<file path="src/rtl/ex_stage.sv">
// Execute stage of the RV32 pipeline: forward muxes, single-cycle ALU, optional
// iterative divider (enabled by defining EX_DIV_EN) and the EX/MEM register.
module ex_stage #(
    parameter int XLEN       = 32,
    parameter int DIV_CYCLES = 32
) (
    input  logic            clk,
    input  logic            rst_n,
    input  logic            valid_EX,
    input  logic            flush_EX,
    input  logic [3:0]      alu_op_EX,
    input  logic            ALUSrc_EX,
    input  logic [4:0]      rd_EX,
    input  logic            RegWrite_EX,
    input  logic            MemRead_EX,
    input  logic            MemWrite_EX,
    input  logic [XLEN-1:0] rs1_data_EX,
    input  logic [XLEN-1:0] rs2_data_EX,
    input  logic [XLEN-1:0] imm_EX,
    input  logic [1:0]      forwardA,
    input  logic [1:0]      forwardB,
    input  logic [XLEN-1:0] wb_data_WB,
    output logic            busy_EX,
    output logic [XLEN-1:0] alu_result_MEM,
    output logic [XLEN-1:0] store_data_MEM,
    output logic [4:0]      rd_MEM,
    output logic            RegWrite_MEM,
    output logic            MemRead_MEM,
    output logic            MemWrite_MEM
);

    logic [XLEN-1:0] op_a;
    logic [XLEN-1:0] fwd_b;
    logic [XLEN-1:0] op_b;
    logic [XLEN-1:0] alu_res;
    logic [XLEN-1:0] ex_result;
    logic [4:0]      shamt;
    logic            busy;

    always_comb begin
        case (forwardA)
            2'b01:   op_a = wb_data_WB;
            2'b10:   op_a = alu_result_MEM;
            default: op_a = rs1_data_EX;
        endcase
        case (forwardB)
            2'b01:   fwd_b = wb_data_WB;
            2'b10:   fwd_b = alu_result_MEM;
            default: fwd_b = rs2_data_EX;
        endcase
        op_b  = ALUSrc_EX ? imm_EX : fwd_b;
        shamt = op_b[4:0];
    end

    always_comb begin
        alu_res = '0;
        case (alu_op_EX)
            4'h0:    alu_res = op_a + op_b;
            4'h1:    alu_res = op_a - op_b;
            4'h2:    alu_res = op_a & op_b;
            4'h3:    alu_res = op_a | op_b;
            4'h4:    alu_res = op_a ^ op_b;
            4'h5:    alu_res = op_a << shamt;
            4'h6:    alu_res = op_a >> shamt;
            4'h7:    alu_res = $signed(op_a) >>> shamt;
            4'h8:    alu_res = {{(XLEN-1){1'b0}}, ($signed(op_a) < $signed(op_b))};
            4'h9:    alu_res = {{(XLEN-1){1'b0}}, (op_a < op_b)};
            4'hE:    alu_res = op_b;
            default: alu_res = '0;
        endcase
    end

`ifdef EX_DIV_EN
    typedef enum logic [1:0] {S_IDLE = 2'd0, S_RUN = 2'd1, S_DONE = 2'd2} div_state_t;
    localparam int CW = $clog2(DIV_CYCLES + 1);

    div_state_t      state_q, state_d;
    logic [CW-1:0]   cnt_q;
    logic [XLEN-1:0] quo_q, rem_q, dvsr_q, dvnd_q;
    logic            negq_q, negr_q, rem_op_q, div0_q;
    logic            is_div, div_start, div_done;
    logic            ent_neg_a, ent_neg_b;
    logic [XLEN:0]   rem_sh, diff;
    logic [XLEN-1:0] quo_fix, rem_fix, div_res;

    always_ff @(posedge clk) begin
        if (!rst_n) state_q <= S_IDLE;
        else        state_q <= state_d;
    end

    always_comb begin
        state_d = state_q;
        case (state_q)
            S_IDLE:  state_d = div_start ? S_RUN : S_IDLE;
            S_RUN: begin
                if (flush_EX)                          state_d = S_IDLE;
                else if (cnt_q == CW'(DIV_CYCLES - 1)) state_d = S_DONE;
                else                                   state_d = S_RUN;
            end
            S_DONE:  state_d = S_IDLE;
            default: state_d = S_IDLE;
        endcase
    end

    always_comb begin
        is_div    = (alu_op_EX >= 4'hA) && (alu_op_EX <= 4'hD);
        div_start = (state_q == S_IDLE) && valid_EX && is_div && !flush_EX;
        div_done  = (state_q == S_DONE);
        busy      = rst_n && (div_start || (state_q == S_RUN));
    end

    // Signed ops (A, C) have bit 0 clear; magnitudes are divided, signs fixed up at DONE.
    always_comb begin
        ent_neg_a = !alu_op_EX[0] && op_a[XLEN-1];
        ent_neg_b = !alu_op_EX[0] && op_b[XLEN-1];
        rem_sh    = {rem_q, quo_q[XLEN-1]};
        diff      = rem_sh - {1'b0, dvsr_q};
        quo_fix   = negq_q ? -quo_q : quo_q;
        rem_fix   = negr_q ? -rem_q : rem_q;
        if (div0_q) div_res = rem_op_q ? dvnd_q : '1;
        else        div_res = rem_op_q ? rem_fix : quo_fix;
    end

    always_ff @(posedge clk) begin
        if (!rst_n) begin
            cnt_q    <= '0;
            quo_q    <= '0;
            rem_q    <= '0;
            dvsr_q   <= '0;
            dvnd_q   <= '0;
            negq_q   <= 1'b0;
            negr_q   <= 1'b0;
            rem_op_q <= 1'b0;
            div0_q   <= 1'b0;
        end else if (div_start) begin
            cnt_q    <= '0;
            quo_q    <= ent_neg_a ? -op_a : op_a;
            rem_q    <= '0;
            dvsr_q   <= ent_neg_b ? -op_b : op_b;
            dvnd_q   <= op_a;
            negq_q   <= ent_neg_a ^ ent_neg_b;
            negr_q   <= ent_neg_a;
            rem_op_q <= alu_op_EX[2];
            div0_q   <= (op_b == '0);
        end else if (state_q == S_RUN) begin
            cnt_q <= cnt_q + CW'(1);
            if (!diff[XLEN]) begin
                rem_q <= diff[XLEN-1:0];
                quo_q <= {quo_q[XLEN-2:0], 1'b1};
            end else begin
                rem_q <= rem_sh[XLEN-1:0];
                quo_q <= {quo_q[XLEN-2:0], 1'b0};
            end
        end else begin
            cnt_q <= cnt_q;
        end
    end

    assign ex_result = div_done ? div_res : alu_res;
`else
    assign busy      = 1'b0;
    assign ex_result = alu_res;
`endif

    assign busy_EX = busy;

    // Stalled or flushed cycles insert a bubble: control cleared, data held.
    always_ff @(posedge clk) begin
        if (!rst_n) begin
            alu_result_MEM <= '0;
            store_data_MEM <= '0;
            rd_MEM         <= 5'd0;
            RegWrite_MEM   <= 1'b0;
            MemRead_MEM    <= 1'b0;
            MemWrite_MEM   <= 1'b0;
        end else if (flush_EX || busy) begin
            RegWrite_MEM   <= 1'b0;
            MemRead_MEM    <= 1'b0;
            MemWrite_MEM   <= 1'b0;
        end else begin
            alu_result_MEM <= ex_result;
            store_data_MEM <= fwd_b;
            rd_MEM         <= rd_EX;
            RegWrite_MEM   <= RegWrite_EX && valid_EX;
            MemRead_MEM    <= MemRead_EX && valid_EX;
            MemWrite_MEM   <= MemWrite_EX && valid_EX;
        end
    end

endmodule

</file>
<file path="config.mk">
export PLATFORM = sky130hd
export DESIGN_NAME = ex_stage
export DESIGN_NICKNAME = d
export VERILOG_FILES = /design/src/rtl/ex_stage.sv
export SDC_FILE = /design/constraint.sdc
export NUM_CORES = 1
export LEC_CHECK = 0
export ABC_AREA = 1
export ABC_CLOCK_PERIOD_IN_PS = 6900
export BUFFER_PORTS_ARGS = -buffer_cell sky130_fd_sc_hd__buf_2
export CORE_UTILIZATION = 35
export CTS_CLUSTER_DIAMETER = 30
export DETAILED_ROUTE_END_ITERATION = 8
export HOLD_SLACK_MARGIN = 0.08
export PLACE_DENSITY = 0.54
export SETUP_SLACK_MARGIN = 0.02
export SLEW_MARGIN = 5
export SYNTH_ARGS = -nofsm -noshare
export SYNTH_HDL_FRONTEND = slang
export SYNTH_SLANG_ARGS = --single-unit
</file>
<file path="constraint.sdc">
create_clock -name clk -period 6.9 [get_ports clk]
set_input_delay 1.38 -clock clk [delete_from_list [all_inputs] [get_ports clk]]
set_output_delay 1.38 -clock clk [all_outputs]
set_load 0.1 [all_outputs]
</file>
==> flow_metrics.tcl, run 1 <==
set metrics [dict create \
    p_per_area_nw_per_um2 211.0 \
    vias 19449 \
    netlist_instances 2578 \
    synth_ff_type "dfxtp_1" \
    syn_area_sq_um 13930 \
    async_flop_share_pct 0 \
    power_frac_clock_pct 15.2 \
    die_y_um 201.5 \
    dp_slack_ns 0.6352 \
    final_cells 3269 \
    drv_cap 0 \
    grt-ovfl-total 0 \
    cts_tree "built" \
    end_kind "flip-flop" \
    max_freq_mhz 165.0 \
    p_int_mw 1.313 \
    arrival_ns 6.28 \
    mostFrequentLayoutCells "nand2_1, nand3_1, inv_1" \
    start_util_pct 35.80 \
    hp-class "flip-flop to flip-flop" \
    ys_seq_area_share_pct 10.34 \
    htreeDepth 3 \
    rows 72 \
    outcome "finished, final reports clean" \
    slew_headroom_pct 10.57 \
    p_seq_share_pct 14.6 \
    final_cell_area_sq_um 15780 \
    grt_max_degree 80 \
    syn_avg_cell_area_sq_um 5.405 \
    power_frac_comb_pct 70.2 \
    ios 222 \
    die_area_sq_um 40610 \
    synth_nets 2838 \
    drc_errors 0 \
    layout.nets 3004 \
    ys_warn_count 0 \
    grt_pass1_vias 18341 \
    clock-sinks 72 \
    area_growth_syn_to_layout_pct 13.25 \
    final_common_cell "nand2_1" \
    gp_congestion 1.090 \
    grt_pass1_wl_um 121500 \
    hold_viol_final 0 \
    cts_made_buffers 9 \
    period_minus_slack_ns 6.059 \
    drt-total-wl_um 84620 \
    setup_viol 0 \
    setup_ws_ns 0.8409 \
    placedInstanceArea_sq_um 15480 \
    p_switching_mw 2.016 \
    period_share_pct 87.81 \
    post-cts-setup-buffers 0 \
    clk_latency_ns 0.36 \
    ys_ff_latch 72 \
    crit_type "input pin to flip-flop" \
    grt_antenna_before_repair 2 \
    dpl.cell_count 3251 \
    drt_iter0_markers 2045 \
    synth_cell_types 63 \
    die_x_um 201.5 \
    start_kind "input pin" \
    path_max_fanout 41 \
    avgViaCountPerCell 5.950 \
    drv_slew 0 \
    postRouteAntennaNets 0 \
    fin_util_pct 40.55 \
    timing_worst_slew_pin_value_ns 1.340 \
    switching_share_pct 60.56 \
    wl_per_cell_um 25.89 \
    port_buffers 220 \
    rsz0062_at_grt "false" \
    setup-tns-final_ns 0 \
    irDropWorstVdd_v 0.0001067 \
    clockBufferDepth 2 \
    post_cts_resized 0 \
    leakagePower_nw 7.974 \
    cts.clk_slew.worst_paths_ns 0.06 \
    drt_pass1_iterations 6 \
    synth-edff-count 0 \
    grt_usage_pct 40.35 \
    required_ns 7.12 \
    cts-root-buf "clkbuf_16" \
    hpwlAfterDp_um 67980 \
    cts_hold_buf 0 \
    skew_ns 0.01654 \
    layout-drive-gt1-share_pct 13.35 \
    coreArea_sq_um 38920 \
]
per-stage QoR:
step,hold WS [ns],power [mW]
after global placement,0.4578,2.762
after CTS,0.4873,3.261
after detailed placement,0.4710,2.756
after floorplan,0.9056,1.973
final,0.4857,3.329
after global routing,0.5104,3.499
power by group through the flow:
stage	Clock, mW	Combinational, mW	Sequential (mW)
6_report	0.505	2.34	0.487
5_1_grt	0.522	2.49	0.490
4_1_cts	0.507	2.27	0.486
3_5_place_dp	0	2.26	0.494
3_3_place_gp	0	2.27	0.495
2_1_floorplan	0	1.26	0.715
cells by family (layout without fill, tap and decap cells):
family | count (synthesis) | after routing | share of synthesized area [%]
xor gates and xnor gates | 1 | 1 | 0.06287
other | 1 | 3 | 0.02691
and+or+nand+nor | 1484 | 1484 | 46.13
buffers and inverters | 381 | 552 | 12.20
adders and majority gates | 111 | 111 | 10.08
AOI/OAI and AO/OA | 528 | 528 | 21.16
DFF | 72 | 72 | 10.34
critical path, cell delays in order:
cell,delay [ns]
buf_2,0.09
inv_1,0.04
ha_1,0.47
inv_2,0.25
buf_12,0.24
o21ai_0,0.44
o21ai_0,0.24
ha_1,0.58
inv_1,0.35
nand2_1,0.16
nor3_1,0.77
nand2_1,0.27
nor2_1,0.16
nand2_1,0.11
nand3_1,0.09
nand2_1,0.05
nand3_1,0.07
nand2_1,0.06
nor2_1,0.13
nand4_1,0.14
nand2_1,0.10
a21oi_1,0.06
Yosys cell counts (5+ instances only):
library cell	n	area, sq um
o211ai_1	10	75.07
buf_2	48	240.2
nand4_1	27	168.9
or2_2	10	62.56
inv_1	239	897.1
o21ai_2	5	43.79
dfxtp_1	72	1441
a21oi_2	6	52.55
buf_1	5	18.77
a31oi_1	6	37.54
buf_4	11	82.58
nand3b_1	9	67.56
nor2_1	169	634.4
buf_6	15	168.9
o22ai_1	25	156.4
a21oi_1	188	940.9
o21ai_0	205	1026
nand3_1	416	2082
nand2_1	802	3010
clkbuf_1	47	176.4
o21bai_1	5	37.54
ha_1	109	1364
nor3_1	13	65.06
nand3_2	13	130.1
inv_2	9	33.78
o21a_1	6	45.04
o21ai_1	30	150.1
a221oi_1	18	157.7
final timing paths:
check | slack, ns | endpoint | cells past startpoint | from
setup / recovery | 0.84 | alu_result_MEM[27]$_SDFFE_PN0N_ | 22 | forwardB[0]
hold / removal | 0.49 | rd_MEM[4]$_SDFFE_PN0N_ | 2 | rd_MEM[4]$_SDFFE_PN0N_
setup reg to reg | 2.44 | alu_result_MEM[5]$_SDFFE_PN0N_ | 17 | alu_result_MEM[4]$_SDFFE_PN0N_
hold reg to reg | 0.49 | rd_MEM[4]$_SDFFE_PN0N_ | 2 | rd_MEM[4]$_SDFFE_PN0N_
state kept, by name, indices dropped and copies added, names as in the netlist:
register / flops
store_data_MEM: 32
alu_result_MEM: 32
MemRead_MEM: 1
MemWrite_MEM: 1
rd_MEM: 5
RegWrite_MEM: 1
area by class of cell:
| class | instances | area [sq um] |
|---|---|---|
| diodes | 2 | 5.005 |
| clock buffers | 10 | 229.0 |
| clock inverters | 6 | 67.56 |
| fillers | 4529 | 23140 |
| inverters | 252 | 963.4 |
| multi-input cells | 2125 | 10810 |
| flip-flops and latches | 72 | 1441 |
| well taps | 518 | 648.1 |
| repair buffers | 284 | 1619 |
routing by layer:
metal  vias up  wire (um)  global-route usage (%)
li1       8959          -                       -
met1      9169      34150                   51.86
met2      1106      37900                   64.93
met3       211       7169                   5.134
met4         4       5365                   22.78
met5         -         32                       0
No activity file was read; power rests on OpenSTA's default activity.
==> run 2, diff against run 1 <==
- ABC_AREA: 1 -> unset
- HOLD_SLACK_MARGIN: 0.08 -> unset
==> flow_metrics.tcl, run 2 <==
set metrics [dict create \
    avgViaCountPerCell 6.659 \
    drv_cap 0 \
    grt-ovfl-total 0 \
    final_cell_area_sq_um 15350 \
    r2r_slack_ns 2.21 \
    synth-edff-count 0 \
    mostFrequentLayoutCells "buf_2, o21ai_0, nand2_1" \
    skew_ns 0.01613 \
    top_usage_layer "met2" \
    arrival_ns 6.22 \
    period_minus_slack_ns 5.965 \
    diodes 0 \
    crit_buf_inv 4 \
    crit_type "input pin to flip-flop" \
    crit_path_top_delay_cell "o21ai_0" \
    cts_made_buffers 9 \
    coreArea_sq_um 37670 \
    die_area_sq_um 39150 \
    syn_avg_cell_area_sq_um 6.911 \
    synth_nets 2203 \
    grt_use_met2_pct 58.49 \
    grt_usage_pct 38.99 \
    synth_top_area_share_pct 10.73 \
    slew_headroom_pct 6.846 \
    drt-total-wl_um 78300 \
    htreeDepth 3 \
    max_freq_mhz 167.6 \
    end_kind "flip-flop" \
    cts_hold_buf 0 \
    grt_antenna_before_repair 3 \
    clockBufferDepth 2 \
    crit_path_frequent_cell "o21ai_0" \
    yosysTopAreaCell "dfxtp_1" \
    drv_slew 0 \
    required_ns 7.15 \
    ios 222 \
    hp-class "flip-flop to flip-flop" \
    ys_warn_count 0 \
    path_cells "buf_2 > inv_1 > ha_1 > buf_4 > a221o_1 > o21ai_0 > o21ai_0 > ha_1 > nand2_1 > nor4_1 > o21ai_0 > a2111oi_1 > buf_4 > nor2_1 > o21ai_0 > a21oi_1 > mux2i_1 > o311a_1" \
    leakagePower_nw 6.686 \
    rows 71 \
    setup-tns-final_ns 0 \
    grtUsageMet3_pct 9.300 \
    postRouteAntennaNets 0 \
    drt_iter0_markers 2556 \
    p_per_area_nw_per_um2 216.6 \
    period_share_pct 86.45 \
    clock-sinks 72 \
    synth_ff_type "dfxtp_1" \
    rsz0062_at_grt "false" \
    yosys-top-cells-count "o21ai_0, nand2_1, nor2_1, a21oi_1, mux2i_1" \
    top_regs "alu_result_MEM (32), store_data_MEM (32), rd_MEM (5)" \
    drc_errors 0 \
    layout.nets 2340 \
    wl_per_cell_um 30.16 \
    cts_tree "built" \
    post_cts_resized 0 \
    syn_area_sq_um 13430 \
    fillers 4132 \
    hold_viol_final 0 \
    fin_util_pct 40.75 \
    die_y_um 197.9 \
    grt_pass1_vias 15924 \
    hpwlAfterDp_um 60930 \
    synth_cell_types 87 \
    outcome "finished, final reports clean" \
    die_x_um 197.9 \
    irDropWorstVdd_v 0.00009333 \
    start_kind "input pin" \
    clk_latency_ns 0.36 \
    cts-root-buf "clkbuf_16" \
    final_common_cell "buf_2" \
    gp_congestion 1.053 \
    grt_pass1_wl_um 111500 \
    ys_seq_area_share_pct 10.73 \
    area_growth_syn_to_layout_pct 14.30 \
    cts.clk_slew.worst_paths_ns 0.07 \
    async_flop_share_pct 0 \
    netlist_instances 1943 \
    ys_ff_latch 72 \
    setup_viol 0 \
    post-cts-setup-buffers 0 \
    vias 17288 \
    grt_use_met1_pct 50.91 \
    critical_path.top_delay_family "compound AO/OA/AOI/OAI gates" \
    yosys-top-cells-area "dfxtp_1, ha_1, mux2i_1, o21ai_0, nand2_1" \
    start_util_pct 35.65 \
    slowest_delay_ns 0.63 \
    path_max_fanout 17 \
    timing_worst_slew_pin_value_ns 1.362 \
    layout-drive-gt1-share_pct 17.03 \
    port_buffers 220 \
    power_mw 3.325 \
    drt_pass1_iterations 5 \
    grt_max_degree 68 \
    synth.most_common_cell "o21ai_0" \
    placedInstanceArea_sq_um 14990 \
]
-- run 2: logic make-up after synthesis --
| logic type | share of synthesized area [%] |
|---|---|
| muxes | 11.12 |
| AOI/OAI and AO/OA | 38.77 |
| other | 0.02793 |
| xor gates and xnor gates | 0.9132 |
| DFF | 10.73 |
| buffers and inverters | 8.256 |
| adders and majority gates | 10.45 |
| and+or+nand+nor | 19.73 |
-- run 2: per-stage QoR --
stage,hold WS [ns],setup slack [ns],std cells
after floorplan,0.9331,1.624,1943
after global placement,0.4910,0.8073,2580
after detailed placement,0.5020,0.7974,2580
after CTS,0.5164,1.119,2596
after global routing,0.5515,0.7319,2596
final,0.5147,0.9349,2596
-- run 2: final timing paths --
path | from | to | cells after the start
min reg2reg | rd_MEM[1]$_SDFFE_PN0N_ | rd_MEM[1]$_SDFFE_PN0N_ | 2
max reg2reg | alu_result_MEM[0]$_SDFFE_PN0N_ | alu_result_MEM[28]$_SDFFE_PN0N_ | 15
max | forwardB[1] | alu_result_MEM[28]$_SDFFE_PN0N_ | 18
min | rd_MEM[1]$_SDFFE_PN0N_ | rd_MEM[1]$_SDFFE_PN0N_ | 2
-- run 2: final cells by class --
cell class	instances	area, sq um	area share, %
Clock buffer	11	232.7	1.516
Tap cell	511	639.4	4.166
Multi-Input combinational cell	1611	10930	71.20
Clock inverter	5	128.9	0.8397
Timing Repair Buffer	287	1607	10.47
Sequential cell	72	1441	9.391
Inverter	99	371.6	2.421
-- run 2: worst register-to-register path: stages (launching register included) --
cell,delay [ns]
dfxtp_1,0.48
a22oi_1,0.13
o21ai_0,0.75
ha_1,0.31
inv_1,0.08
fa_1,0.47
o21bai_1,0.27
o211a_1,0.28
o21ai_0,0.28
a2111oi_1,0.44
buf_4,0.19
nor2_1,0.08
o21ai_0,0.21
a21oi_1,0.11
mux2i_1,0.16
o311a_1,0.35
-- run 2: layer usage --
| metal | vias to the layer above | wire (um) | share of wire (%) |
|---|---|---|---|
| li1 | 7517 | - | - |
| met1 | 8297 | 31570 | 40 |
| met2 | 1252 | 32620 | 42 |
| met3 | 218 | 9436 | 12 |
| met4 | 4 | 4645 | 5.9 |
| met5 | - | 29 | 0.037 |
-- run 2: where the power goes --
part	internal, mW	leakage (nW)	switching, mW	total, mW
sequential	0.445	0.589	0.0438	0.488
combinational	0.660	5.92	1.55	2.21
clock	0.392	0.174	0.234	0.626
